**src/rtl/act_share_arbiter_pkg.sv**
```systemverilog
// Shared definitions for the activation-unit sharing logic.
//
// Contents:
//   DATA_W       default sample width (Q8.8 signed)
//   ONE/NEG_ONE  Q8.8 encodings of +1.0 and -1.0 (the saturation levels of tanh)
//   MAX_ID_W     tag id width large enough for the largest supported requester count
//   tag_t        tag carried alongside the activation pipeline {valid, id}
//   clog2()      ceiling log2, usable in constant expressions
package act_share_arbiter_pkg;

    localparam int DATA_W   = 16;
    localparam int MAX_REQ  = 8;
    localparam int MAX_ID_W = 3;

    localparam logic signed [DATA_W-1:0] ONE     = 16'sd256;
    localparam logic signed [DATA_W-1:0] NEG_ONE = -16'sd256;

    // The id field is sized for MAX_REQ so the struct is the same for every
    // instance; narrower configurations simply leave the upper id bits zero.
    typedef struct packed {
        logic                valid;
        logic [MAX_ID_W-1:0] id;
    } tag_t;

    function automatic int clog2(input int value);
        int result;
        result = 0;
        for (int b = 0; b < 31; b++) begin
            if ((1 << b) < value) begin
                result = b + 1;
            end
        end
        return result;
    endfunction

endpackage

```
**src/rtl/act_share_arbiter_rr_pick.sv**
```systemverilog
// Round-robin picker: purely combinational, reusable by any shared-resource
// arbiter.
//
// Ports:
//   eligible     in   N      per-requester eligibility
//   ptr          in   IDX_W  highest-priority index for this cycle (must be < N)
//   grant        out  N      one-hot grant (all zero when nothing is eligible)
//   grant_idx    out  IDX_W  index of the granted requester (0 when no grant)
//   grant_valid  out  1      a grant was made
//
// The search visits ptr, ptr+1, ... modulo N and stops at the first eligible
// requester. The double loop avoids variable bit-selects so that N need not be
// a power of two.
module act_share_arbiter_rr_pick #(
    parameter int N     = 4,
    parameter int IDX_W = 2
) (
    input  logic [N-1:0]     eligible,
    input  logic [IDX_W-1:0] ptr,
    output logic [N-1:0]     grant,
    output logic [IDX_W-1:0] grant_idx,
    output logic             grant_valid
);

    int idx;

    always_comb begin
        grant       = '0;
        grant_idx   = '0;
        grant_valid = 1'b0;
        idx         = 0;
        for (int k = 0; k < N; k++) begin
            idx = int'(ptr) + k;
            if (idx >= N) begin
                idx = idx - N;
            end
            for (int j = 0; j < N; j++) begin
                if (!grant_valid && (j == idx) && eligible[j]) begin
                    grant_valid = 1'b1;
                    grant[j]    = 1'b1;
                    grant_idx   = IDX_W'(j);
                end
            end
        end
    end

endmodule

```
**src/rtl/act_share_arbiter.sv**
```systemverilog
// Shares one pipelined PWL activation unit (fixed latency, no stall) between
// NUM_REQ requesters. Requests are granted round-robin, each issued op is
// tagged with its requester id in a tag pipe that runs alongside the unit, and
// the result is steered into that requester's single-entry response slot.
//
// Handshake semantics (both sides): a transfer happens on a rising clk edge
// where valid && ready are both 1. valid, once raised, is expected to hold its
// payload until the transfer; ready may depend combinationally on valid.
// On the request side req_ready is the combinational one-hot grant. On the
// response side resp_valid is the registered "slot full" flag.
//
// Ports:
//   clk, rst_n      clock, asynchronous active-low reset
//   en              grant enable; 0 blocks new grants, in-flight ops finish
//   req_valid/x     per-requester request valid and operand (slice i = req i)
//   req_ready       one-hot grant, combinational
//   resp_valid/y    per-requester response slot full flag and contents
//   resp_ready      requester accepts its response
//   act_valid_in/x  issue port to the activation unit
//   act_valid_out/y result port from the activation unit
//   idle            nothing in flight, tag pipe empty, all slots empty
//   proto_err       sticky: unit output valid disagreed with the tag pipe
//   op_cnt          number of issued ops, 16-bit wrapping
module act_share_arbiter #(
    parameter int NUM_REQ = 4,
    parameter int DATA_W  = act_share_arbiter_pkg::DATA_W,
    parameter int ACT_LAT = 1
) (
    input  logic                        clk,
    input  logic                        rst_n,
    input  logic                        en,
    input  logic [NUM_REQ-1:0]          req_valid,
    input  logic [NUM_REQ*DATA_W-1:0]   req_x,
    output logic [NUM_REQ-1:0]          req_ready,
    output logic [NUM_REQ-1:0]          resp_valid,
    output logic [NUM_REQ*DATA_W-1:0]   resp_y,
    input  logic [NUM_REQ-1:0]          resp_ready,
    output logic                        act_valid_in,
    output logic [DATA_W-1:0]           act_x,
    input  logic                        act_valid_out,
    input  logic [DATA_W-1:0]           act_y,
    output logic                        idle,
    output logic                        proto_err,
    output logic [15:0]                 op_cnt
);

    import act_share_arbiter_pkg::*;

    localparam int ID_W = clog2(NUM_REQ);

    // State
    logic [NUM_REQ-1:0]        inflight;
    logic [NUM_REQ-1:0]        full;
    logic [NUM_REQ*DATA_W-1:0] slot;
    tag_t                      tag_pipe [ACT_LAT];
    logic [ID_W-1:0]           ptr;
    logic [DATA_W-1:0]         last_x;
    logic                      proto_err_q;
    logic [15:0]               op_cnt_q;

    // Arbitration
    logic [NUM_REQ-1:0] eligible;
    logic [NUM_REQ-1:0] grant;
    logic [ID_W-1:0]    grant_idx;
    logic               grant_valid;
    logic [ID_W-1:0]    next_ptr;
    logic [DATA_W-1:0]  sel_x;

    // Completion
    tag_t               tail;
    logic [NUM_REQ-1:0] retire_vec;
    logic [NUM_REQ-1:0] land_vec;
    logic [NUM_REQ-1:0] drain_vec;
    logic               proto_mismatch;
    logic               pipe_busy;

    // A requester may have one op outstanding. A full slot only blocks a new
    // issue if it is not being drained this same cycle.
    assign eligible = req_valid & {NUM_REQ{en}} & ~inflight & (~full | resp_ready);

    act_share_arbiter_rr_pick #(
        .N     (NUM_REQ),
        .IDX_W (ID_W)
    ) u_rr_pick (
        .eligible    (eligible),
        .ptr         (ptr),
        .grant       (grant),
        .grant_idx   (grant_idx),
        .grant_valid (grant_valid)
    );

    always_comb begin
        if (grant_idx == ID_W'(NUM_REQ - 1)) begin
            next_ptr = '0;
        end else begin
            next_ptr = grant_idx + ID_W'(1);
        end
    end

    // With no grant the issue data holds the last issued operand.
    always_comb begin
        sel_x = last_x;
        for (int i = 0; i < NUM_REQ; i++) begin
            if (grant[i]) begin
                sel_x = req_x[i*DATA_W +: DATA_W];
            end
        end
    end

    assign req_ready    = grant;
    assign act_valid_in = grant_valid;
    assign act_x        = sel_x;

    // The tail of the tag pipe lines up with the unit's output cycle.
    assign tail           = tag_pipe[ACT_LAT-1];
    assign proto_mismatch = act_valid_out ^ tail.valid;
    assign drain_vec      = full & resp_ready;

    // A valid tail always retires its op so nothing can hang; the result is
    // only written if the unit actually produced one in that cycle.
    always_comb begin
        retire_vec = '0;
        land_vec   = '0;
        for (int i = 0; i < NUM_REQ; i++) begin
            if (tail.valid && (tail.id == MAX_ID_W'(i))) begin
                retire_vec[i] = 1'b1;
                land_vec[i]   = act_valid_out;
            end
        end
    end

    always_comb begin
        pipe_busy = 1'b0;
        for (int s = 0; s < ACT_LAT; s++) begin
            pipe_busy = pipe_busy | tag_pipe[s].valid;
        end
    end

    always_ff @(posedge clk or negedge rst_n) begin
        if (!rst_n) begin
            inflight    <= '0;
            full        <= '0;
            slot        <= '0;
            ptr         <= '0;
            last_x      <= '0;
            proto_err_q <= 1'b0;
            op_cnt_q    <= '0;
            for (int s = 0; s < ACT_LAT; s++) begin
                tag_pipe[s] <= '0;
            end
        end else begin
            for (int i = 0; i < NUM_REQ; i++) begin
                if (grant[i]) begin
                    inflight[i] <= 1'b1;
                end else if (retire_vec[i]) begin
                    inflight[i] <= 1'b0;
                end
                // A landing result wins over a drain in the same cycle.
                if (land_vec[i]) begin
                    full[i]                     <= 1'b1;
                    slot[i*DATA_W +: DATA_W]    <= act_y;
                end else if (drain_vec[i]) begin
                    full[i] <= 1'b0;
                end
            end

            tag_pipe[0].valid <= grant_valid;
            tag_pipe[0].id    <= MAX_ID_W'(grant_idx);
            for (int s = 1; s < ACT_LAT; s++) begin
                tag_pipe[s] <= tag_pipe[s-1];
            end

            if (grant_valid) begin
                ptr      <= next_ptr;
                last_x   <= sel_x;
                op_cnt_q <= op_cnt_q + 16'd1;
            end

            if (proto_mismatch) begin
                proto_err_q <= 1'b1;
            end
        end
    end

    assign resp_valid = full;
    assign resp_y     = slot;
    assign proto_err  = proto_err_q;
    assign op_cnt     = op_cnt_q;
    assign idle       = ~(|inflight) & ~(|full) & ~pipe_busy;

endmodule

```
**config.mk**
```make
export PLATFORM = sky130hd
export DESIGN_NAME = act_share_arbiter
export DESIGN_NICKNAME = d
export VERILOG_FILES = /design/src/rtl/act_share_arbiter_pkg.sv /design/src/rtl/act_share_arbiter_rr_pick.sv /design/src/rtl/act_share_arbiter.sv
export SDC_FILE = /design/constraint.sdc
export NUM_CORES = 1
export LEC_CHECK = 0
export ABC_AREA = 1
export BUFFER_PORTS_ARGS = -buffer_cell sky130_fd_sc_hd__buf_2
export CORE_AREA = 5 5 130 132
export DETAILED_ROUTE_END_ITERATION = 10
export DIE_AREA = 0 0 135 137
export GPL_TIMING_DRIVEN = 0
export PLACE_DENSITY = 0.67
export REMOVE_ABC_BUFFERS = 1
export SYNTH_ARGS = -nofsm -noshare
export SYNTH_HDL_FRONTEND = slang
export SYNTH_SLANG_ARGS = --single-unit
```
**constraint.sdc**
```tcl
create_clock -name clk -period 3.2 [get_ports clk]
set_input_delay 0 -clock clk [delete_from_list [all_inputs] [get_ports clk]]
set_output_delay 0 -clock clk [all_outputs]
set_load 0.05 [all_outputs]
```
# Word-level counts from Yosys, hierarchy flattened

Cells that the tools add are included.

Logic and storage cells: 204
Input bits: 92
Bits in registers: 110
Output and inout port bits: 107

Muxes and demuxes: 79
Equality and inequality tests: 16
Magnitude comparators: 4
Add/sub/neg operators: 9
Bitwise logic cells: 13
Reduce and logical (&&, ||, !) cells: 65

Operators by type and width:

| kind                                                 | count |
|---|---|
| == test 3 x 32 -> 1 bit, first input constant        | 8 |
| == test 2 x 32 -> 1 bit, first input constant        | 4 |
| zero test 32 bit                                     | 4 |
| two-way mux 32 bit                                   | 4 |
| >= comparator 32 x 4 -> 1 bit, second input constant | 3 |
| subtractor 32 x 4 -> 32 bit, second input constant   | 3 |
| two-way mux 16 bit                                   | 4 |
| two-way mux 1 bit                                    | 56 |
| logical AND 1 bit                                    | 35 |
| two-way mux 2 bit                                    | 15 |
| adder 16 x 1 -> 16 bit, second input constant        | 1 |
| AND 4 bit                                            | 4 |
| nonzero test 2 bit                                   | 8 |
| zero test 1 bit                                      | 15 |
| NOT 4 bit                                            | 2 |
| OR reduction 4 bit                                   | 2 |
| adder 2 x 2 -> 3 bit, second input constant          | 2 |
| == test 2 bit, second input constant                 | 3 |
| OR 4 bit                                             | 1 |
| subtractor 2 x 3 -> 4 bit, second input constant     | 1 |
| adder 2 x 1 -> 3 bit, second input constant          | 1 |
| >= comparator 2 x 3 -> 1 bit, second input constant  | 1 |
| zero test 3 bit                                      | 1 |
| NOT 1 bit                                            | 3 |
| 4 further kinds                                      | 5 |

# Longest topological paths before layout

Depth after elaboration: 67
Mapped depth: 19

# By module

Synthesis repeated with hierarchy kept, for this count alone.

Cells, all modules: 735
Area total of the unflattened synthesis: 5,597.9 um2

By module, submodules not included:

| module                    | sequential area each (um2) | area an instance (um2) | instances | cells an instance |
|---|---|---|---|---|
| act_share_arbiter         | 2,752.6                    | 5,195.0                | 1         | 658 |
| act_share_arbiter_rr_pick | 0.0                        | 402.9                  | 1         | 77 |

# Least setup slack after synthesis

OpenSTA, ideal clock, no wires.

Path type: reg2out
Start: reg full[1], in the netlist resp_valid[1]
End: out act_x[13]
Setup slack: 0.347 ns
Arrival: 2.853 ns
Stages on the path, launching flop included: 16
Data required time: 3.200 ns
Path through: dfrtp_1 nand2_1 nand3_1 nand2_2 nor2_4 nand3_2 nor2_2 nand4_1 nor2_2 nand4_2 nand2_2 inv_2 buf_6 nand3_1 nand2_1 nand2_1

RTL lines:

| element                            | RTL line                        | RTL |
|---|---|---|
| start: declaration                 | act_share_arbiter.sv:53         | `logic [NUM_REQ-1:0] full;` |
| start signal: assignment           | act_share_arbiter.sv:142        | `full <= '0;` |
| start signal: indexed assignment   | act_share_arbiter.sv:160        | `full[i] <= 1'b1;` |
| start signal: indexed assignment   | act_share_arbiter.sv:163        | `full[i] <= 1'b0;` |
| NOT 4 bit *                        | act_share_arbiter.sv:79         | `assign eligible = req_valid & {NUM_REQ{en}} & ~inflight & (~full \| resp_ready);` |
| OR 4 bit *                         | act_share_arbiter.sv:79         |  |
| AND 4 bit *                        | act_share_arbiter.sv:79         |  |
| logical AND 1 bit                  | act_share_arbiter_rr_pick.sv:38 | `if (!grant_valid && (j == idx) && eligible[j]) begin` |
| two-way mux 1 bit                  | act_share_arbiter_rr_pick.sv:38 |  |
| zero test 1 bit                    | act_share_arbiter_rr_pick.sv:38 |  |
| logical AND 1 bit (2 in series)    | act_share_arbiter_rr_pick.sv:38 |  |
| two-way mux 1 bit                  | act_share_arbiter_rr_pick.sv:38 |  |
| [... 40 more ...]                  | n/a                             |  |
| zero test 1 bit                    | act_share_arbiter_rr_pick.sv:38 |  |
| logical AND 1 bit (2 in series)    | act_share_arbiter_rr_pick.sv:38 |  |
| two-way mux 1 bit                  | act_share_arbiter_rr_pick.sv:38 |  |
| zero test 1 bit                    | act_share_arbiter_rr_pick.sv:38 |  |
| logical AND 1 bit (2 in series)    | act_share_arbiter_rr_pick.sv:38 |  |
| two-way mux 1 bit *                | act_share_arbiter_rr_pick.sv:38 |  |
| named net req_ready[2]             | act_share_arbiter.sv:34         | `output logic [NUM_REQ-1:0] req_ready,` |
| two-way mux 16 bit * (2 in series) | act_share_arbiter.sv:104        | `if (grant[i]) begin` |
| end: declaration                   | act_share_arbiter.sv:39         | `output logic [DATA_W-1:0] act_x,` |

The timed path passes the listed nets; every way through them passes the cells marked *.

# Worst setup path after layout

Start: reg ptr[0]
End: out act_x[6]

Cells in the longest elaborated chain, start to end: 66

RTL lines:

| element                                                                   | RTL line                                                         | RTL |
|---|---|---|
| start: declaration                                                        | act_share_arbiter.sv:56                                          | `logic [ID_W-1:0] ptr;` |
| start signal: assignment                                                  | act_share_arbiter.sv:174                                         | `ptr <= next_ptr;` |
| subtractor 2 x 3 -> 4 bit or >= comparator 2 x 3 -> 1 bit (tied branches) | act_share_arbiter_rr_pick.sv:35, act_share_arbiter_rr_pick.sv:34 |  |
| two-way mux 32 bit                                                        | act_share_arbiter_rr_pick.sv:34                                  | `if (idx >= N) begin` |
| zero test 32 bit                                                          | act_share_arbiter_rr_pick.sv:38                                  |  |
| logical AND 1 bit                                                         | act_share_arbiter_rr_pick.sv:38                                  |  |
| two-way mux 1 bit                                                         | act_share_arbiter_rr_pick.sv:38                                  |  |
| zero test 1 bit                                                           | act_share_arbiter_rr_pick.sv:38                                  |  |
| logical AND 1 bit (2 in series)                                           | act_share_arbiter_rr_pick.sv:38                                  |  |
| two-way mux 1 bit                                                         | act_share_arbiter_rr_pick.sv:38                                  |  |
| [... 47 more ...]                                                         | n/a                                                              |  |
| two-way mux 1 bit                                                         | act_share_arbiter_rr_pick.sv:38                                  |  |
| zero test 1 bit                                                           | act_share_arbiter_rr_pick.sv:38                                  |  |
| logical AND 1 bit (2 in series)                                           | act_share_arbiter_rr_pick.sv:38                                  |  |
| two-way mux 1 bit                                                         | act_share_arbiter_rr_pick.sv:38                                  |  |
| zero test 1 bit                                                           | act_share_arbiter_rr_pick.sv:38                                  |  |
| logical AND 1 bit (2 in series)                                           | act_share_arbiter_rr_pick.sv:38                                  |  |
| two-way mux 1 bit                                                         | act_share_arbiter_rr_pick.sv:38                                  |  |
| two-way mux 16 bit *                                                      | act_share_arbiter.sv:104                                         |  |

Every way passes the cells marked *; elsewhere a longest branch is shown, timed or not.

==> results by group <==
Outcome
  • Outcome: completed

Power and ir drop
  • Power density over the cells: 997.0 nW/um2
  • Static leakage power: 4.188 nW
  • Total power draw: 7.694 mW
  • Worst IR Drop VDD: 0.7594 mV

Logic synthesis
  • Cell Area, Synth: 5304 um2
  • Commonest cells in the synthesized netlist: nand2_1, dfrtp_1, o21ai_0
  • Number of synthesized flops with an enable pin: 0
  • Largest area contributor in the synthesized netlist: dfrtp_1
  • Fraction of registers with async set or reset after synthesis: 1.000
  • Most frequently used flop master after synthesis: dfrtp_1
  • Number of storage elements in the synthesis netlist: 110
  • Syn avg cell area: 7.881 um2
  • Sequential share of the synthesized area: 0.5190
  • Number of distinct library cells after synthesis: 34
  • Most used standard cell by instance count after synthesis: nand2_1
  • Synthesized netlist cell count: 673
  • Number of warnings reported in the yosys synthesis log: 0
  • Top-area cell type share of the netlist area: 0.5190
  • Main area contributors after synthesis: dfrtp_1, nand2_1, o21ai_0, nand3_1, inv_1

Global routing
  • Overflow left after global routing: 0
  • Number of global-route vias before repair: 5210
  • Pin count of the biggest net entering global routing: 75
  • Number of antenna violations at the first check in global routing: 1
  • Global router's overall resource usage: 0.1776
  • First-pass GRT wire length: 26090 um

Timing
  • Final setup slack of the worst path: 0.1360 ns
  • Unrepaired setup endpoints after global routing: yes
  • Max Slew Vio Count: 0
  • Number of setup violations in the final report: 0
  • Max Clock Skew: 0.01033 ns
  • Hold violation total from the final report: 0
  • Max frequency: 0.3264 GHz
  • Fraction of the cycle the final worst path needs: 0.9575
  • Slew at the pin closest to its max-slew limit: 1.193 ns
  • Normalized max-slew margin: 0.2023
  • Post-layout min period: 3.064 ns

Placed design
  • Cell count after placement: 1063
  • Total placed instance area: 6471 um2
  • Final GP Congestion: 0.8797
  • DP HPWL: 10820 um
  • Pre-CTS setup slack: 0.2105 ns
  • Port-buffer cells: 198

Route
  • Post-detailed-route wirelength per cell: 14.54 um
  • Detailed-route DRC error count: 0
  • Met2 Routed Length: 8046 um
  • Number of nets still failing antenna checks after routing: 0
  • Via density per instance: 4.634
  • Sum of met3 wire segment lengths after detailed routing: 996 um
  • Number of design-rule violations left by the first detailed-router iteration: 273
  • Uppermost layer routed: met5
  • Detailed-routing wirelength on met1: 7531 um
  • Count of TritonRoute iterations in the first routing pass: 4
  • Total length of routed wires: 16970 um
  • Total via count after detailed routing: 5408

Floorplan
  • Io pins: 199
  • Floorplan die width: 135 um
  • Core ar.: 15600 um2
  • Starting density of the core: 0.3400
  • Number of cell rows: 46
  • DIE AREA: 18500 um2
  • Die Y: 137 um

Layout
  • Number of antenna cells inserted: 0
  • Final non-filler cell area: 7717 um2
  • Fraction of layout cells with a size suffix above 1: 0.2723
  • Growth of design area from synthesis to finish: 45.51%
  • Number of non-filler instances in the completed layout: 1167
  • Post-Route Utilization: 0.4948
  • Final-stage net count: 1039
  • Final-layout fill cell count: 1506

Setup path
  • Master of the slowest instance on the critical path: dfrtp_1
  • Required time at the endpoint of the critical path: 3.20 ns
  • Sort of element at the end of the critical path: output port
  • Startpoint type of the worst setup path: register
  • Data arrival time of the critical path: 3.06 ns
  • Kind of critical path: reg2out
  • Slowest Stage Delay on Critical Path: 0.44 ns
  • Family of cells with the greatest summed delay on the critical path: simple AND/OR/NAND/NOR gates
  • Most prevalent standard cell on the critical path: nand2_1
  • Register-to-register path setup slack: 0.30 ns
  • Highest fanout seen on the critical path: 18
  • Count of buffering cells on the critical path with inverters included: 3
  • CP cell instances: nand2_1, inv_1, nand3_2, nand2_2, nor2_4, nand3_2, nor2_2, nand4_1, nor2_4, nand4_4, nand2_2, inv_4, nand3_1, nand2_1, nand2_1, buf_2

Clock tree
  • TritonCTS clock tree: yes
  • Clock Sink Count: 110
  • Post-CTS clock slew at the launch and capture registers of the worst setup and hold paths: 0.08 ns
  • Cell at the root of the clock tree: clkbuf_16
  • Clock H-tree levels: 3
  • Worst-case clock buffer depth: 2
  • Clock buffers created by TritonCTS: 9
  • Worst-Skew Late Latency: 0.36 ns

Flow run
  • Number of max-capacitance violations reported: 0

Min path
  • Hold Path Class: in2reg
## logic make-up (layout without fill, tap and decap cells)
family / Yosys count / after routing / share of synthesized area
xor+xnor: 12 / 12 / 0.01982
flops: 110 / 110 / 0.5190
compound gates: 90 / 91 / 0.08965
fa+ha+maj: 1 / 1 / 0.002359
buf+inv: 75 / 352 / 0.05992
simple gates: 385 / 385 / 0.3093
## area by class of cell
type	count	area, um2	share of cell area
tap	216	270.3	0.03502
clock buffer	10	239.0	0.03097
inverter	50	192.7	0.02497
multi-input combinational	489	2311	0.2994
clock inverter	6	56.30	0.007296
sequential	110	2753	0.3567
timing repair buffer	286	1896	0.2456
## tightest hold or removal path: stages
cell and delay (ns):
buf_2 0.08, nand2_1 0.04, nand2_1 0.05, nand2_1 0.04, nand3_1 0.06, nand2_1 0.06, nand2_1 0.05
## registers in the layout, summed over array words and instances, names as in the netlist
register and cells:
resp_y 64, inflight 4, resp_valid 4, proto_err 1
pipe_busy 1, ptr 2, op_cnt 16, last_x 16
tag_pipe 2
## placed cells by master, fill, tap and decap left out, types with 2 or more instances in the layout
| cell type | count |
|---|---|
| inv_4 | 2 |
| nor2_2 | 6 |
| clkbuf_16 | 9 |
| xor2_1 | 9 |
| o21ai_0 | 68 |
| nand4_4 | 2 |
| buf_2 | 190 |
| a21oi_1 | 18 |
| nand4_1 | 7 |
| nand3_2 | 3 |
| nand3_1 | 49 |
| clkbuf_4 | 7 |
| clkinv_4 | 2 |
| nand3b_1 | 2 |
| buf_4 | 15 |
| xnor2_1 | 3 |
| nor4_1 | 3 |
| dfrtp_1 | 110 |
| dlygate4sd3_1 | 70 |
| nor3_1 | 9 |
| nand2_2 | 2 |
| buf_12 | 2 |
| inv_1 | 47 |
| o21bai_4 | 2 |
| nor2_4 | 3 |
| nor2_1 | 40 |
| nand2_1 | 253 |
| inv_6 | 2 |
## worst paths after layout
path | cells after the start | startpoint | to
setup reg to reg | 13 | ptr[0] | op_cnt[7]
hold / removal | 7 | req_x[10] | last_x[10]
hold reg to reg | 2 | resp_y[20] | resp_y[20]
setup / recovery | 16 | ptr[0] | act_x[6]
max in group asynchronous | 3 | rst_n | ptr[1]
min in group asynchronous | 2 | rst_n | resp_y[62]
## per-stage QoR
step                      setup TNS, ns  hold WS, ns
final                                 0      0.05427
after floorplan                       0      -0.2956
after global placement                0       0.2249
after CTS                             0      0.03961
after detailed placement              0     -0.06972
after global routing            -0.3071      0.09337
## metal layers
metal / track usage / up-vias
met3: 0.03125 / 34
met2: 0.3010 / 209
met4: 0.07223 / 2
met1: 0.2255 / 2460
li1: - / 2703
met5: 0 / -
## report_power, final
part / switching (mW) / total [mW] / internal [mW]
clock: 0.548 / 1.11 / 0.564
sequential: 0.299 / 2.20 / 1.90
combinational: 3.28 / 4.38 / 1.10
## what timing repair did
action	in CTS	in global routing
pin swaps	3	4
resized for setup	5	15
gates cloned	1	0
buffers inserted	2	15
endpoints found under the hold margin	193	0
hold buffers	70	0
setup endpoints to repair	16	20
Power figures use the tool's default switching activity.
